[config.mk]
export PLATFORM = sky130hd
export DESIGN_NAME = processador_multiciclo_param_flat
export DESIGN_NICKNAME = d
export VERILOG_FILES = /design/src/rtl/processador_multiciclo_param_if.sv /design/src/rtl/processador_multiciclo_param.sv /design/src/flat_wrapper.sv
export SDC_FILE = /design/constraint.sdc
export NUM_CORES = 1
export LEC_CHECK = 0
export BUFFER_PORTS_ARGS = -buffer_cell sky130_fd_sc_hd__buf_2
export CORE_AREA = 3 3 165 167
export CTS_BUF_LIST = sky130_fd_sc_hd__clkbuf_2
export DETAILED_ROUTE_END_ITERATION = 12
export DIE_AREA = 0 0 168 170
export HOLD_SLACK_MARGIN = 0.1
export PLACE_DENSITY = 0.73
export RECOVER_POWER = 25
export SLEW_MARGIN = 15
export SYNTH_ARGS = -nofsm -noshare
export SYNTH_HDL_FRONTEND = slang
export SYNTH_SLANG_ARGS = --single-unit
[constraint.sdc]
create_clock -name Clock -period 5.9 [get_ports Clock]
set_clock_uncertainty 0.15 [all_clocks]
set_input_delay 1.18 -clock Clock [delete_from_list [all_inputs] [get_ports Clock]]
set_output_delay 1.18 -clock Clock [all_outputs]
set_load 0.1 [all_outputs]
[src/rtl/processador_multiciclo_param_if.sv]
// Bus-side signal bundle of processador_multiciclo_param: instruction/data input,
// start handshake and the debug observation outputs.
interface processador_multiciclo_param_if #(
    parameter int DATA_W = 16
);
    logic [DATA_W-1:0] DIN;
    logic              Run;
    logic              Done;
    logic [DATA_W-1:0] BusWires;
    logic [DATA_W-1:0] Rx_data;
    logic [DATA_W-1:0] Ry_data;

    modport master (
        output DIN,
        output Run,
        input  Done,
        input  BusWires,
        input  Rx_data,
        input  Ry_data
    );

    modport slave (
        input  DIN,
        input  Run,
        output Done,
        output BusWires,
        output Rx_data,
        output Ry_data
    );
endinterface

[src/rtl/processador_multiciclo_param.sv]
// Parametrised multicycle processor: register file, A, G and ALU on one shared bus.
// Optional macro PROC_MULTI_MVNZ_EN turns opcode 111 into mvnz; otherwise it is a NOP.
module processador_multiciclo_param #(
    parameter int DATA_W    = 16,
    parameter int REG_SEL_W = 3
) (
    input  logic                        Clock,
    input  logic                        Resetn,
    processador_multiciclo_param_if.slave bus_if
);
    localparam int NREG = 1 << REG_SEL_W;
    localparam int IR_W = 3 + 2 * REG_SEL_W;

    localparam logic [2:0] OP_MV   = 3'b000;
    localparam logic [2:0] OP_MVI  = 3'b001;
    localparam logic [2:0] OP_ADD  = 3'b010;
    localparam logic [2:0] OP_SUB  = 3'b011;
    localparam logic [2:0] OP_AND  = 3'b100;
    localparam logic [2:0] OP_OR   = 3'b101;
    localparam logic [2:0] OP_SLT  = 3'b110;
    localparam logic [2:0] OP_EXT  = 3'b111;

    typedef enum logic [1:0] {T0, T1, T2, T3} step_t;
    typedef enum logic [1:0] {SRC_NONE, SRC_REG, SRC_G, SRC_DIN} bus_src_t;

    step_t                step_reg, step_next;
    logic [IR_W-1:0]      ir_reg;
    logic [DATA_W-1:0]    a_reg;
    logic [DATA_W-1:0]    g_reg;
    logic [DATA_W-1:0]    regs_reg [NREG];

    logic [2:0]           opcode;
    logic [REG_SEL_W-1:0] x_sel;
    logic [REG_SEL_W-1:0] y_sel;

    bus_src_t             bus_src;
    logic [REG_SEL_W-1:0] bus_reg_sel;
    logic [DATA_W-1:0]    bus_value;
    logic [DATA_W-1:0]    alu_result;
    logic                 ir_load;
    logic                 a_load;
    logic                 g_load;
    logic                 r_write;
    logic                 done;
    logic [NREG-1:0]      write_sel;

    assign opcode = ir_reg[IR_W-1 -: 3];
    assign x_sel  = ir_reg[2*REG_SEL_W-1 -: REG_SEL_W];
    assign y_sel  = ir_reg[REG_SEL_W-1:0];

    // Step register
    always_ff @(posedge Clock or negedge Resetn) begin
        if (!Resetn) begin
            step_reg <= T0;
        end else begin
            step_reg <= step_next;
        end
    end

    // Control: next step, bus source and load enables
    always_comb begin
        step_next   = step_reg;
        bus_src     = SRC_NONE;
        bus_reg_sel = y_sel;
        ir_load     = 1'b0;
        a_load      = 1'b0;
        g_load      = 1'b0;
        r_write     = 1'b0;
        done        = 1'b0;
        case (step_reg)
            T0: begin
                if (bus_if.Run) begin
                    ir_load   = 1'b1;
                    step_next = T1;
                end
            end
            T1: begin
                case (opcode)
                    OP_MV: begin
                        bus_src   = SRC_REG;
                        r_write   = 1'b1;
                        done      = 1'b1;
                        step_next = T0;
                    end
                    OP_MVI: begin
                        bus_src   = SRC_DIN;
                        r_write   = 1'b1;
                        done      = 1'b1;
                        step_next = T0;
                    end
                    OP_EXT: begin
`ifdef PROC_MULTI_MVNZ_EN
                        if (g_reg != '0) begin
                            bus_src = SRC_REG;
                            r_write = 1'b1;
                        end
`endif
                        done      = 1'b1;
                        step_next = T0;
                    end
                    default: begin
                        // ALU ops latch the first operand Rx into A
                        bus_src     = SRC_REG;
                        bus_reg_sel = x_sel;
                        a_load      = 1'b1;
                        step_next   = T2;
                    end
                endcase
            end
            T2: begin
                bus_src   = SRC_REG;
                g_load    = 1'b1;
                step_next = T3;
            end
            T3: begin
                bus_src   = SRC_G;
                r_write   = 1'b1;
                done      = 1'b1;
                step_next = T0;
            end
            default: begin
                step_next = T0;
            end
        endcase
    end

    // Shared bus multiplexer; zero when nothing drives it
    always_comb begin
        bus_value = '0;
        case (bus_src)
            SRC_REG:  bus_value = regs_reg[bus_reg_sel];
            SRC_G:    bus_value = g_reg;
            SRC_DIN:  bus_value = bus_if.DIN;
            default:  bus_value = '0;
        endcase
    end

    always_comb begin
        alu_result = '0;
        case (opcode)
            OP_ADD:  alu_result = a_reg + bus_value;
            OP_SUB:  alu_result = a_reg - bus_value;
            OP_AND:  alu_result = a_reg & bus_value;
            OP_OR:   alu_result = a_reg | bus_value;
            OP_SLT:  alu_result = (a_reg < bus_value) ? DATA_W'(1) : '0;
            default: alu_result = '0;
        endcase
    end

    always_ff @(posedge Clock or negedge Resetn) begin
        if (!Resetn) begin
            ir_reg <= '0;
            a_reg  <= '0;
            g_reg  <= '0;
        end else begin
            if (ir_load) begin
                ir_reg <= bus_if.DIN[IR_W-1:0];
            end
            if (a_load) begin
                a_reg <= bus_value;
            end
            if (g_load) begin
                g_reg <= alu_result;
            end
        end
    end

    genvar gi;
    generate
        for (gi = 0; gi < NREG; gi++) begin : g_wsel
            assign write_sel[gi] = r_write && (x_sel == REG_SEL_W'(gi));
        end
    endgenerate

    always_ff @(posedge Clock or negedge Resetn) begin
        if (!Resetn) begin
            for (int i = 0; i < NREG; i++) begin
                regs_reg[i] <= '0;
            end
        end else begin
            for (int i = 0; i < NREG; i++) begin
                if (write_sel[i]) begin
                    regs_reg[i] <= bus_value;
                end
            end
        end
    end

    assign bus_if.Done     = done;
    assign bus_if.BusWires = bus_value;
    assign bus_if.Rx_data  = regs_reg[x_sel];
    assign bus_if.Ry_data  = regs_reg[y_sel];

endmodule

[src/flat_wrapper.sv]
// flat-port wrapper written by rule: the top's interface ports become plain ports
module processador_multiciclo_param_flat 
#(
    parameter int DATA_W    = 16,
    parameter int REG_SEL_W = 3
)
  (Clock, Resetn, bus_if_DIN, bus_if_Run, bus_if_Done, bus_if_BusWires, bus_if_Rx_data, bus_if_Ry_data);
  processador_multiciclo_param_if #(.DATA_W(DATA_W)) bus_if_i ();
  input  logic Clock;
  input  logic Resetn;
  input wire logic [$bits(bus_if_i.DIN)-1:0] bus_if_DIN;
  input wire logic [$bits(bus_if_i.Run)-1:0] bus_if_Run;
  output wire logic [$bits(bus_if_i.Done)-1:0] bus_if_Done;
  output wire logic [$bits(bus_if_i.BusWires)-1:0] bus_if_BusWires;
  output wire logic [$bits(bus_if_i.Rx_data)-1:0] bus_if_Rx_data;
  output wire logic [$bits(bus_if_i.Ry_data)-1:0] bus_if_Ry_data;
  assign bus_if_i.DIN = bus_if_DIN;
  assign bus_if_i.Run = bus_if_Run;
  assign bus_if_Done = bus_if_i.Done;
  assign bus_if_BusWires = bus_if_i.BusWires;
  assign bus_if_Rx_data = bus_if_i.Rx_data;
  assign bus_if_Ry_data = bus_if_i.Ry_data;
  processador_multiciclo_param #(.DATA_W(DATA_W), .REG_SEL_W(REG_SEL_W)) u_core (.Clock(Clock), .Resetn(Resetn), .bus_if(bus_if_i));
endmodule
==> impl_metrics.yaml <==
floorplan:
  rows: 59
  start_util_pct: 49.89
  design.core.area_um2: 25910
  dieArea_um2: 28560
  die_w_um: 168
  die_h_um: 170
  pin_count: 68
timing:
  final-hold-violation-count: 0
  finalWorstPathRequiredPeriod_ns: 5.660
  fmax_ghz: 0.1767
  post-route-period-util_pct: 95.94
  setup_viol: 0
  rsz0062_at_grt: "no"
  drv_slew: 52
  worst_pin_slew_ns: 2.803
  relSlewSlack_pct: -86.85
  fin_setup_tns_ns: 0
clock_tree:
  cts_root_buffer: "clkbuf_2"
  clock-sinks: 171
  insertion_delay_ns: 0.80
  cts_inserted_buffers: 17
  cts_tree: "done"
  clockBufferDepth: 2
  htree_levels: 4
  cts.clk_slew.worst_paths_ns: 0.26
setup_path:
  path_class: "reg -> out"
  crit_fanout: 24
  required_ns: 4.57
  r2r_slack_ns: 0.58
  start_kind: "flop"
  regToRegEndpoint: "u_core.g_reg[14]"
  worstRegToRegCells: 16
  crit_path_end_kind: "output port"
  rr_startpoint: "u_core.ir_reg[6]"
  cp.arrival_ns: 4.33
placed_design:
  dp_hpwl_um: 27770
  port_buffers: 67
  place_congestion: 0.9385
synth:
  ys_types: 67
  yosys_warnings: 0
  yosys.area.top_type_share_pct: 33.10
  syn_area_um2: 12930
  synth.most_common_cell: "nand2_1"
  synth_ff_type: "dfrtp_1"
  synthArstFlopShare_pct: 100.0
  ys_ff_latch: 171
  synth_edf_count: 0
  synth_nets: 1508
  yosysSeqAreaShare_pct: 33.10
  netlist_top_cells_area: "dfrtp_1, mux4_2, nand2_1"
  synth.avg_cell_area_um2: 8.983
  synthTopCellsByCount: "nand2_1, dfrtp_1, nor2_1, clkbuf_1, o21ai_0"
  synthCells: 1439
  post-synth-top-area-cell: "dfrtp_1"
worst_hold_path:
  hp-start: "u_core.regs_reg[84]"
  min_path_cells: 2
  min_to: "u_core.regs_reg[84]"
  hp-class: "reg -> reg"
drt:
  routed_wl_um: 40200
  wl_met2_um: 18470
  drt-met1-wl_um: 16900
  wl_per_cell_um: 22.26
  drc: 0
  ant_nets: 0
  dr.first_iter.drc_count: 1419
  viasPerCell: 6.599
  routed-via-count: 11920
  dr.pass1.iters: 6
  routed-wl-met3_um: 3802
  routed.top_layer: "met4"
status:
  violations: "capacitance limit, slew limit"
  status: "finished, violations left"
global_routing:
  grt_pass1_wl_um: 63760
  grt_max_degree: 58
  antenna_found_initial: 1
  grt.total_usage_pct: 28.04
  grt_pass1_vias: 11210
  grt-ovfl-total: 0
final_layout:
  fin_nets: 1526
  largest_reg_flops: 128
  area_growth_pct: 8.141
  drive_above_1_share_pct: 19.05
run:
  maxCapViolations: 1
-- how the worst max path moves through the flow --
| stage | start | end | slack (ns) | cells past startpoint |
|---|---|---|---|---|
| final | u_core.ir_reg[6] | bus_if_BusWires[10] | 0.24 | 11 |
| after global routing | flop | u_core.g_reg[8] | 0.008 | 15 |
| after CTS | flop | bus_if_BusWires[4] | 0.05 | 9 |
| after detailed placement | flop | u_core.g_reg[13] | 0.39 | 15 |
| after global placement | flop | u_core.g_reg[13] | 0.55 | 15 |
| after floorplan | u_core.ir_reg[6] | u_core.g_reg[15] | 0.75 | 18 |
-- critical path, cell delays in order, from the launching register on --
cell and delay [ns]:
dfrtp_1 0.49, buf_4 0.22, and3_2 0.32, buf_4 0.26
nor4_1 0.25, a31oi_1 0.19, buf_4 0.31, o22a_1 0.20
a31o_2 0.28, a221oi_4 0.52, inv_1 0.13, buf_2 0.33
-- layout by cell type (no fill, tap or decap), types with 55 or more instances in the layout --
cell and instances:
a311oi_1 62, buf_4 55, o21ai_1 80, mux4_2 64, nand2_1 216, nor2_1 133, dfrtp_1 167, buf_2 64
inv_1 78, o21ai_0 84
-- layer usage --
metal / track usage (%) / up-vias
met5: 0 / -
met4: 8.965 / 0
met3: 4.042 / 96
met2: 43.92 / 733
met1: 40.56 / 5756
li1: - / 5332
-- cell type report --
cell class              count  area, um^2
diodes                      1       2.502
flip-flops and latches    171        4289
well taps                 335       419.2
clock buffers              19       95.09
fillers                  2369       11930
multi-input cells        1060        7851
clock inverters            13       200.2
inverters                  81       304.0
repair buffers            126       817.0
-- timing repair --
| action | 4_1_cts | 5_1_grt |
|---|---|---|
| gates cloned | 0 | 0 |
| pin swaps | 0 | 0 |
| buffers inserted | 0 | 14 |
| endpoints found under the setup margin | 6 | 26 |
| endpoints found under the hold margin | 1 | 0 |
| gates resized for setup | 1 | 6 |
| hold buffers | 1 | 0 |
-- metrics by stage --
stage               worst slack [ns]  hold WS (ns)  instance area [um^2]  utilization (%)  instances
finish                        0.2396        0.4235                 13980            53.95       1806
global route                0.007884        0.4449                 13980            53.95       1806
CTS                          0.04987        0.4189                 13870            53.52       1791
detailed placement            0.3909        0.3731                 13560            52.32       1758
global placement              0.5497        0.3606                 13560            52.32       1758
floorplan                     0.7549        0.3314                 12930                -       1439
-- logic make-up after synthesis --
logic type / Yosys count / synth area share (%)
simple gates: 455 / 15.20
compound gates: 451 / 26.06
buf+inv: 208 / 6.408
flops: 171 / 33.10
mux: 91 / 13.40
fa+ha+maj: 50 / 4.956
xor+xnor: 13 / 0.8809
Power is left out: the tool's default activity adds up to more than one toggle a clock period on the data nets, which glitch-free logic cannot reach.
